==> src/rtl/axi4_pkg.sv <==
// Shared AXI4 definitions: response codes, the burst-master state encoding and
// the helper that gives the widest legal beat size for a data bus.
package axi4_pkg;

  localparam logic [1:0] RESP_OKAY   = 2'b00;
  localparam logic [1:0] RESP_EXOKAY = 2'b01;
  localparam logic [1:0] RESP_SLVERR = 2'b10;
  localparam logic [1:0] RESP_DECERR = 2'b11;

  typedef enum logic [2:0] {
    IDLE,
    WR_ADDR,
    WR_DATA,
    WR_RESP,
    RD_ADDR,
    RD_DATA,
    DONE
  } master_state_e;

  function automatic logic [2:0] max_size(input int unsigned data_width);
    return 3'($clog2(data_width / 8));
  endfunction

endpackage

==> src/rtl/axi4_burst_master.sv <==
// AXI4 single-burst initiator: one INCR read or write burst per client command,
// no IDs, no AW/W overlap. Optional 4 KB crossing guard: AXI4_BOUNDARY_CHECK_EN.
module axi4_burst_master
  import axi4_pkg::*;
#(
  parameter int DATA_WIDTH = 32,
  parameter int ADDR_WIDTH = 16
) (
  input  logic                  ACLK,
  input  logic                  ARESETn,
  input  logic                  cmd_valid,
  output logic                  cmd_ready,
  input  logic                  cmd_write,
  input  logic [ADDR_WIDTH-1:0] cmd_addr,
  input  logic [7:0]            cmd_len,
  input  logic [2:0]            cmd_size,
  input  logic [DATA_WIDTH-1:0] wr_data,
  input  logic                  wr_valid,
  output logic                  wr_ready,
  output logic [DATA_WIDTH-1:0] rd_data,
  output logic                  rd_valid,
  output logic                  rd_last,
  input  logic                  rd_ready,
  output logic                  done,
  output logic [1:0]            done_resp,
  output logic                  done_proto_err,
  output logic [ADDR_WIDTH-1:0] AWADDR,
  output logic [7:0]            AWLEN,
  output logic [2:0]            AWSIZE,
  output logic                  AWVALID,
  input  logic                  AWREADY,
  output logic [DATA_WIDTH-1:0] WDATA,
  output logic                  WVALID,
  output logic                  WLAST,
  input  logic                  WREADY,
  input  logic [1:0]            BRESP,
  input  logic                  BVALID,
  output logic                  BREADY,
  output logic [ADDR_WIDTH-1:0] ARADDR,
  output logic [7:0]            ARLEN,
  output logic [2:0]            ARSIZE,
  output logic                  ARVALID,
  input  logic                  ARREADY,
  input  logic [DATA_WIDTH-1:0] RDATA,
  input  logic [1:0]            RRESP,
  input  logic                  RVALID,
  input  logic                  RLAST,
  output logic                  RREADY
);

  master_state_e         state, state_nx;
  logic [ADDR_WIDTH-1:0] addr_q;
  logic [7:0]            len_q;
  logic [2:0]            size_q;
  logic [7:0]            beat_cnt;
  logic [1:0]            resp_q;
  logic                  perr_q;
  logic                  last_beat;
  logic                  cross_4k;
  logic                  reject;
  logic                  w_hs;
  logic                  r_hs;

`ifdef AXI4_BOUNDARY_CHECK_EN
  // Extra 9 bits hold the full (len+1)<<size span so the end address never wraps.
  localparam int EW = ADDR_WIDTH + 9;
  logic [EW-1:0] end_addr;
  assign end_addr = EW'(cmd_addr) + ((EW'(cmd_len) + EW'(1)) << cmd_size) - EW'(1);
  assign cross_4k = ((end_addr >> 12) != (EW'(cmd_addr) >> 12));
`else
  assign cross_4k = 1'b0;
`endif

  assign reject    = (cmd_size > max_size(DATA_WIDTH)) || cross_4k;
  assign last_beat = (beat_cnt == len_q);
  assign w_hs      = WVALID && WREADY;
  assign r_hs      = RVALID && RREADY;

  assign AWADDR         = addr_q;
  assign AWLEN          = len_q;
  assign AWSIZE         = size_q;
  assign ARADDR         = addr_q;
  assign ARLEN          = len_q;
  assign ARSIZE         = size_q;
  assign WDATA          = wr_data;
  assign rd_data        = RDATA;
  assign done_resp      = resp_q;
  assign done_proto_err = perr_q;

  always_ff @(posedge ACLK or negedge ARESETn) begin
    if (!ARESETn) begin
      state    <= IDLE;
      addr_q   <= '0;
      len_q    <= '0;
      size_q   <= '0;
      beat_cnt <= '0;
      resp_q   <= RESP_OKAY;
      perr_q   <= 1'b0;
    end else begin
      state <= state_nx;
      case (state)
        IDLE: begin
          if (cmd_valid) begin
            addr_q <= cmd_addr;
            len_q  <= cmd_len;
            size_q <= cmd_size;
            if (reject) resp_q <= RESP_SLVERR;
          end
        end
        WR_DATA: begin
          if (w_hs) beat_cnt <= beat_cnt + 8'd1;
        end
        WR_RESP: begin
          if (BVALID) resp_q <= BRESP;
        end
        RD_DATA: begin
          if (r_hs) begin
            beat_cnt <= beat_cnt + 8'd1;
            if (RRESP > resp_q) resp_q <= RRESP;
            // RLAST must coincide exactly with the len-th beat.
            if (RLAST != last_beat) perr_q <= 1'b1;
          end
        end
        DONE: begin
          beat_cnt <= '0;
          resp_q   <= RESP_OKAY;
          perr_q   <= 1'b0;
        end
        default: ;
      endcase
    end
  end

  always_comb begin
    state_nx  = state;
    cmd_ready = 1'b0;
    AWVALID   = 1'b0;
    ARVALID   = 1'b0;
    WVALID    = 1'b0;
    WLAST     = 1'b0;
    wr_ready  = 1'b0;
    BREADY    = 1'b0;
    RREADY    = 1'b0;
    rd_valid  = 1'b0;
    rd_last   = 1'b0;
    done      = 1'b0;
    case (state)
      IDLE: begin
        cmd_ready = 1'b1;
        if (cmd_valid) begin
          if (reject)         state_nx = DONE;
          else if (cmd_write) state_nx = WR_ADDR;
          else                state_nx = RD_ADDR;
        end
      end
      WR_ADDR: begin
        AWVALID = 1'b1;
        if (AWREADY) state_nx = WR_DATA;
      end
      WR_DATA: begin
        WVALID   = wr_valid;
        wr_ready = WREADY;
        WLAST    = last_beat;
        if (w_hs && last_beat) state_nx = WR_RESP;
      end
      WR_RESP: begin
        BREADY = 1'b1;
        if (BVALID) state_nx = DONE;
      end
      RD_ADDR: begin
        ARVALID = 1'b1;
        if (ARREADY) state_nx = RD_DATA;
      end
      RD_DATA: begin
        RREADY   = rd_ready;
        rd_valid = RVALID;
        rd_last  = RLAST;
        // A missing RLAST still closes the burst after len+1 beats.
        if (r_hs && (RLAST || last_beat)) state_nx = DONE;
      end
      DONE: begin
        done     = 1'b1;
        state_nx = IDLE;
      end
      default: state_nx = IDLE;
    endcase
  end

endmodule

==> config.mk <==
export PLATFORM = sky130hd
export DESIGN_NAME = axi4_burst_master
export DESIGN_NICKNAME = d
export VERILOG_FILES = /design/src/rtl/axi4_pkg.sv /design/src/rtl/axi4_burst_master.sv
export SDC_FILE = /design/constraint.sdc
export NUM_CORES = 1
export LEC_CHECK = 0
export CAP_MARGIN = 20
export CORE_MARGIN = 2
export CORE_UTILIZATION = 30
export DETAILED_ROUTE_END_ITERATION = 8
export PLACE_DENSITY = 0.87
export SYNTH_ARGS = -nofsm -noshare
export SYNTH_HDL_FRONTEND = slang
export SYNTH_SLANG_ARGS = --single-unit
export TNS_END_PERCENT = 30
==> constraint.sdc <==
create_clock -name ACLK -period 5.2 [get_ports ACLK]
set_input_delay 0.52 -clock ACLK [delete_from_list [all_inputs] [get_ports ACLK]]
set_output_delay 0.52 -clock ACLK [all_outputs]
set_load 0.005 [all_outputs]
* After elaboration in Yosys (flattened, before gate mapping)
Index checks and enable logic that the tools add are counted.
Cells by class: add/sub/neg operators 1, $lt $le $gt $ge 2, eq/ne operators 19, muxes and demuxes 32, reduce and logical (&&, ||, !) cells 14
Operators with widths (number):
- two-way mux 3 bit | 8
- case mux 8 bit (3 select lines) | 1
- != test 2 bit (second input constant) | 11
- case mux 3 bit (6 select lines) | 1
- two-way mux 8 bit | 2
- two-way mux 1 bit | 13
- AND reduction 6 bit | 2
- two-way mux 2 bit | 5
- == test 3 bit (second input constant) | 3
- adder 8 x 1 -> 8 bit (second input constant) | 1
- == test 8 bit | 1
- case mux 2 bit (4 select lines) | 1
- == test 3 x 2 -> 1 bit (second input constant) | 2
- AND reduction 3 bit | 2
- logical AND 1 bit | 4
- nonzero test 4 bit | 1
- == test 3 x 1 -> 1 bit (second input constant) | 1
- > comparator 3 x 2 -> 1 bit (second input constant) | 1
- logical NOT 3 bit | 1
- nonzero test 3 bit | 1
- > comparator 2 bit | 1
- case mux 1 bit (2 select lines) | 1
- AND reduction 2 bit | 1
- nonzero test 2 bit | 1
- other kinds (2) | 2
Word-level totals: register bits after elaboration 41, bits of input ports 107, output and inout port bits 132, word-level logic and storage cells 75

* Longest topological paths before layout
word-level depth 6, gate-level depth with buffers 9

* Worst setup path before layout
Ideal clock, no wire load.
path type register to register, from register beat_cnt[4], to register state[0], setup time 0.126 ns, arrival 1.774 ns, data required time 5.074 ns, path slack 3.300 ns, stages on the path, launching flop included 10, path buffers 0, clock period less this slack 1.900 ns, cell sequence dfrtp_1 xor2_1 nor4_1 nand2_1 ha_1 nand2b_1 a31oi_1 o2111a_1 nand2b_1 o21ai_0
On the way: cells in the longest elaborated chain, start to end 5, elaborated cells on any way between the ends 7, those cells by class 3 x eq/ne; 4 x reduce/logical
RTL lines:
- start: declaration | line axi4_burst_master.sv:55 | logic [7:0] beat_cnt;
- start signal: assignment | line axi4_burst_master.sv:111 | if (w_hs) beat_cnt <= beat_cnt + 8'd1;
- start signal: assignment | line axi4_burst_master.sv:118 | beat_cnt <= beat_cnt + 8'd1;
- == test 8 bit * | line axi4_burst_master.sv:75 | assign last_beat = (beat_cnt == len_q);
- logical OR 1 bit | line axi4_burst_master.sv:179 | if (r_hs && (RLAST || last_beat)) state_nx = DONE;
- logical AND 1 bit | line axi4_burst_master.sv:179
- != test 2 bit (no line)
- AND reduction 6 bit (no line) *
- end signal: assignment | line axi4_burst_master.sv:100 | state <= state_nx;
- end: declaration | line axi4_burst_master.sv:51 | master_state_e state, state_nx;
Every way passes the cells marked *; elsewhere a longest branch is shown, timed or not. A chain may end at the register's enable or synchronous reset.

* Worst setup path in the final report
from register len_q[4] (netlist: ARLEN[4]), to output WLAST
On the way: cells in the longest elaborated chain, start to end 2
RTL lines:
- start: declaration | line axi4_burst_master.sv:53 | logic [7:0] len_q;
- start signal: assignment | line axi4_burst_master.sv:105 | len_q <= cmd_len;
- == test 8 bit | line axi4_burst_master.sv:75
- two-way mux 1 bit | line axi4_burst_master.sv:147 | case (state)
- end: declaration | line axi4_burst_master.sv:34 | output logic WLAST,
Every way passes these cells.

==> impl_metrics.xml <==
<?xml version="1.0" encoding="UTF-8"?>
<metrics>
  <group name="outcome">
    <metric name="status" unit="">completed</metric>
  </group>
  <group name="sta">
    <metric name="slew_viol_final" unit="">0</metric>
    <metric name="slew_headroom" unit="">0.378</metric>
    <metric name="min_period" unit="ns">2.64</metric>
    <metric name="skew" unit="ns">0.0110</metric>
    <metric name="fin_ws" unit="ns">2.56</metric>
    <metric name="final_hold_viol_count" unit="">0</metric>
    <metric name="final.setup.tns" unit="ns">0</metric>
    <metric name="maximum_operating_frequency" unit="GHz">0.379</metric>
    <metric name="hold-worst-slack" unit="ns">0.371</metric>
    <metric name="layout_worst_path_cycle_share" unit="">0.508</metric>
    <metric name="setup_violations" unit="">0</metric>
    <metric name="tightestPinTransition" unit="ns">0.933</metric>
    <metric name="setup_repair_after_global_routing_missed_its_margin" unit="">no</metric>
  </group>
  <group name="critical_path">
    <metric name="regToRegStartpoint" unit="">ARLEN[4]$_DFFE_PN0P_</metric>
    <metric name="critical-path-max-stage-delay" unit="ns">0.54</metric>
    <metric name="first_element_of_the_critical_path" unit="">ARLEN[4]$_DFFE_PN0P_</metric>
    <metric name="worst_path_max_delay_cell" unit="">clkdlybuf4s50_1</metric>
    <metric name="critical_path.cell_chain" unit="">xor2_1 &gt; nor4_1 &gt; nand2_1 &gt; nor3_1 &gt; clkdlybuf4s50_1</metric>
    <metric name="capture_point_of_the_worst_reg_to_reg_path" unit="">state[0]$_DFFE_PN0P_</metric>
    <metric name="critical_path.startpoint_type" unit="">flop</metric>
    <metric name="timing_worst_setup_path_type" unit="">flop to output pin</metric>
    <metric name="cp.required" unit="ns">4.68</metric>
    <metric name="regToRegSetupSlack" unit="ns">2.95</metric>
    <metric name="reg2reg_depth" unit="">9</metric>
    <metric name="worst_ep_arrival_time" unit="ns">2.12</metric>
    <metric name="end_kind" unit="">output pin</metric>
    <metric name="worstPathMaxFanout" unit="">4</metric>
  </group>
  <group name="cts">
    <metric name="cts_num_sinks" unit="">41</metric>
    <metric name="clk_pin_slew_worst_setup_hold_paths" unit="ns">0.08</metric>
    <metric name="cts_resized" unit="">0</metric>
    <metric name="cts_setup_buffers" unit="">0</metric>
    <metric name="cts_inserted_buffers" unit="">5</metric>
    <metric name="clk-insertion-delay-late" unit="ns">0.29</metric>
    <metric name="cts.root.buffer_cell" unit="">clkbuf_8</metric>
    <metric name="htree_num_levels" unit="">2</metric>
    <metric name="cts_hold_buf" unit="">0</metric>
    <metric name="cts_max_path_buffers" unit="">2</metric>
    <metric name="cts_tree" unit="">done</metric>
  </group>
  <group name="finish">
    <metric name="diodes" unit="">0</metric>
    <metric name="area_delta_synth_final" unit="%">21.8</metric>
    <metric name="num-fill-cells" unit="">894</metric>
    <metric name="fin_cells" unit="">407</metric>
    <metric name="drive_gt1_frac" unit="">0.128</metric>
    <metric name="nets" unit="">406</metric>
  </group>
  <group name="synth">
    <metric name="synth_cell_type_count" unit="">37</metric>
    <metric name="syn_area" unit="um^2">2760</metric>
    <metric name="synth.yosys.seq_area_share" unit="">0.372</metric>
    <metric name="ys_seq_elements" unit="">41</metric>
    <metric name="ys_dominant_reg_cell" unit="">dfrtp_1</metric>
    <metric name="xor_xnor_share_of_the_synthesized_area" unit="">0.0381</metric>
    <metric name="synth_mux_area_frac" unit="">0.118</metric>
    <metric name="synth_area_per_cell" unit="um^2">10.0</metric>
    <metric name="syn_inst" unit="">276</metric>
    <metric name="yosys_warnings" unit="">0</metric>
    <metric name="post_synth_fa_ha_maj_area_fraction" unit="">0.0181</metric>
    <metric name="postSynthNetCount" unit="">387</metric>
    <metric name="synth_simple_gate_area_share" unit="">0.123</metric>
    <metric name="synth-compound-area-share" unit="">0.0617</metric>
    <metric name="main_combinational_cell_family_by_area_after_synthesis" unit="">buffers and inverters</metric>
    <metric name="async_flop_share" unit="">1.00</metric>
    <metric name="synth-edff-count" unit="">0</metric>
  </group>
  <group name="floorplanning">
    <metric name="core_region_area" unit="um^2">9060</metric>
    <metric name="die_y" unit="um">99.9</metric>
    <metric name="top_level_i_o_count" unit="">239</metric>
    <metric name="die_x" unit="um">99.9</metric>
    <metric name="die_area" unit="um^2">9980</metric>
    <metric name="rows" unit="">35</metric>
    <metric name="initial_core_util" unit="">0.304</metric>
  </group>
  <group name="route">
    <metric name="drt-initial-drc-count" unit="">79</metric>
    <metric name="antenna_violating_nets_post_route" unit="">0</metric>
    <metric name="routed_via_density" unit="">4.67</metric>
    <metric name="drt-pass1-iter-count" unit="">4</metric>
    <metric name="routed_length_per_instance" unit="um">15.8</metric>
    <metric name="via_count" unit="">1899</metric>
    <metric name="routed_wl" unit="um">6440</metric>
    <metric name="drc" unit="">0</metric>
  </group>
  <group name="place">
    <metric name="gpl.final_weighted_congestion" unit="">0.752</metric>
    <metric name="place.detailed.hpwl" unit="um">5080</metric>
    <metric name="place_ws" unit="ns">2.86</metric>
    <metric name="numPortBuffers" unit="">110</metric>
    <metric name="post-place-cells" unit="">399</metric>
  </group>
  <group name="power">
    <metric name="design_power_total" unit="uW">1810</metric>
    <metric name="vdd.ir_drop.worst" unit="uV">217</metric>
    <metric name="power_per_cell_area" unit="nW/um^2">539</metric>
    <metric name="static_power_due_to_leakage" unit="uW">0.00141</metric>
  </group>
  <group name="flow_run">
    <metric name="drv_cap" unit="">0</metric>
  </group>
  <group name="grt">
    <metric name="grt.overflow.total" unit="">0</metric>
    <metric name="maximum_number_of_pins_on_one_net_before_global_route_repair" unit="">42</metric>
    <metric name="groute.usage.overall" unit="">0.124</metric>
    <metric name="grt_first_pass_wirelength" unit="um">9640</metric>
    <metric name="number_of_antenna_violations_at_the_first_check_in_global_routing" unit="">0</metric>
    <metric name="number_of_global_route_vias_before_repair" unit="">1863</metric>
  </group>
  <group name="worst_hold_path">
    <metric name="hold_path_class" unit="">input pin to asynchronous set/reset pin</metric>
  </group>
</metrics>
-- layout by cell type (no fill, tap or decap), types with 2 or more instances in the layout --
master	synthesis	layout
inv_1	4	4
a21o_1	2	2
clkbuf_1	2	2
nor3b_1	3	3
clkbuf_8	0	5
dfrtp_1	41	41
nand2b_1	7	7
xor2_1	12	12
nor2b_1	3	3
and3b_1	3	3
o21ai_0	8	8
and2_1	4	4
nor4_1	2	2
ha_1	4	4
a31oi_1	2	2
and3_1	4	4
nand4_1	2	2
mux2_2	28	28
a22o_1	2	2
a21oi_1	5	5
nand2_1	13	13
nor3_1	5	5
nor2_1	7	7
nand3_1	4	4
clkdlybuf4s50_1	0	109
-- power breakdown --
group	internal (uW)	switching (uW)
Sequential	457	172
Clock	95.0	106
Combinational	653	328
-- critical path: cells and delay by family (launching register included) --
kind                   cells  cell delay, ns
buffers and inverters      1            0.54
XOR/XNOR                   1            0.17
AND/OR/NAND/NOR            3            0.67
flip-flops                 1            0.46
-- Yosys cell counts, drive strengths merged, types with 2 or more instances --
library cell / count / area share
nor2: 7 / 0.0095
a22o: 2 / 0.0063
nor3: 5 / 0.0091
nand3: 5 / 0.011
and3b: 3 / 0.0095
xor2: 12 / 0.038
clkbuf: 2 / 0.0027
and3: 4 / 0.0091
nand2b: 7 / 0.016
mux2: 28 / 0.11
nor3b: 3 / 0.0082
a21oi: 5 / 0.0091
nand4: 2 / 0.0045
a31oi: 2 / 0.0045
nand2: 13 / 0.018
buf: 97 / 0.26
o21ai: 8 / 0.015
nor2b: 3 / 0.0068
inv: 4 / 0.0054
and2: 4 / 0.0091
dfrtp: 41 / 0.37
a21o: 2 / 0.0054
nor4: 2 / 0.0045
ha: 4 / 0.018
-- flip-flops by register name, indices dropped and copies added (netlist names) --
register        cells
state               3
done_proto_err      1
ARADDR             16
done_resp           2
ARLEN               8
ARSIZE              3
beat_cnt            8
-- cell type report --
type	instances	area (um^2)	share of cell area
flip-flops and latches	41	1030	0.305
inverters	5	18.8	0.00558
multi-input cells	131	990	0.294
clock buffers	7	76.3	0.0227
clock inverters	1	7.51	0.00223
repair buffers	111	1100	0.328
well taps	111	139	0.0413
-- metrics by stage --
stage / instance area, um^2 / utilization
2_1_floorplan: 2760 / -
3_3_place_gp: 3280 / 0.361
3_5_place_dp: 3280 / 0.361
4_1_cts: 3360 / 0.371
5_1_grt: 3360 / 0.371
6_report: 3360 / 0.371
-- worst max-delay path by stage --
| stage | end | slack (ns) | depth (start not counted) |
|---|---|---|---|
| floorplan | state[0]$_DFFE_PN0P_ | 3.30 | 9 |
| global placement | WLAST | 2.89 | 5 |
| detailed placement | WLAST | 2.86 | 5 |
| CTS | WLAST | 2.51 | 5 |
| global route | WLAST | 2.31 | 5 |
| finish | WLAST | 2.56 | 5 |
-- cells by family after synthesis --
family / Yosys count
buffers and inverters: 104
AO/OA/AOI/OAI: 25
AND/OR/NAND/NOR: 61
multiplexers: 29
flip-flops: 41
adder cells (fa/ha/maj): 4
XOR/XNOR: 12
-- metal layers --
layer  wire (um)  vias up  GRT usage
met3         686       12     0.0404
met4          82        0     0.0400
met2        3330      141      0.220
li1            -      875          -
met5           0        -          0
met1        2350      871      0.140
(Power assumes the default switching activity.)
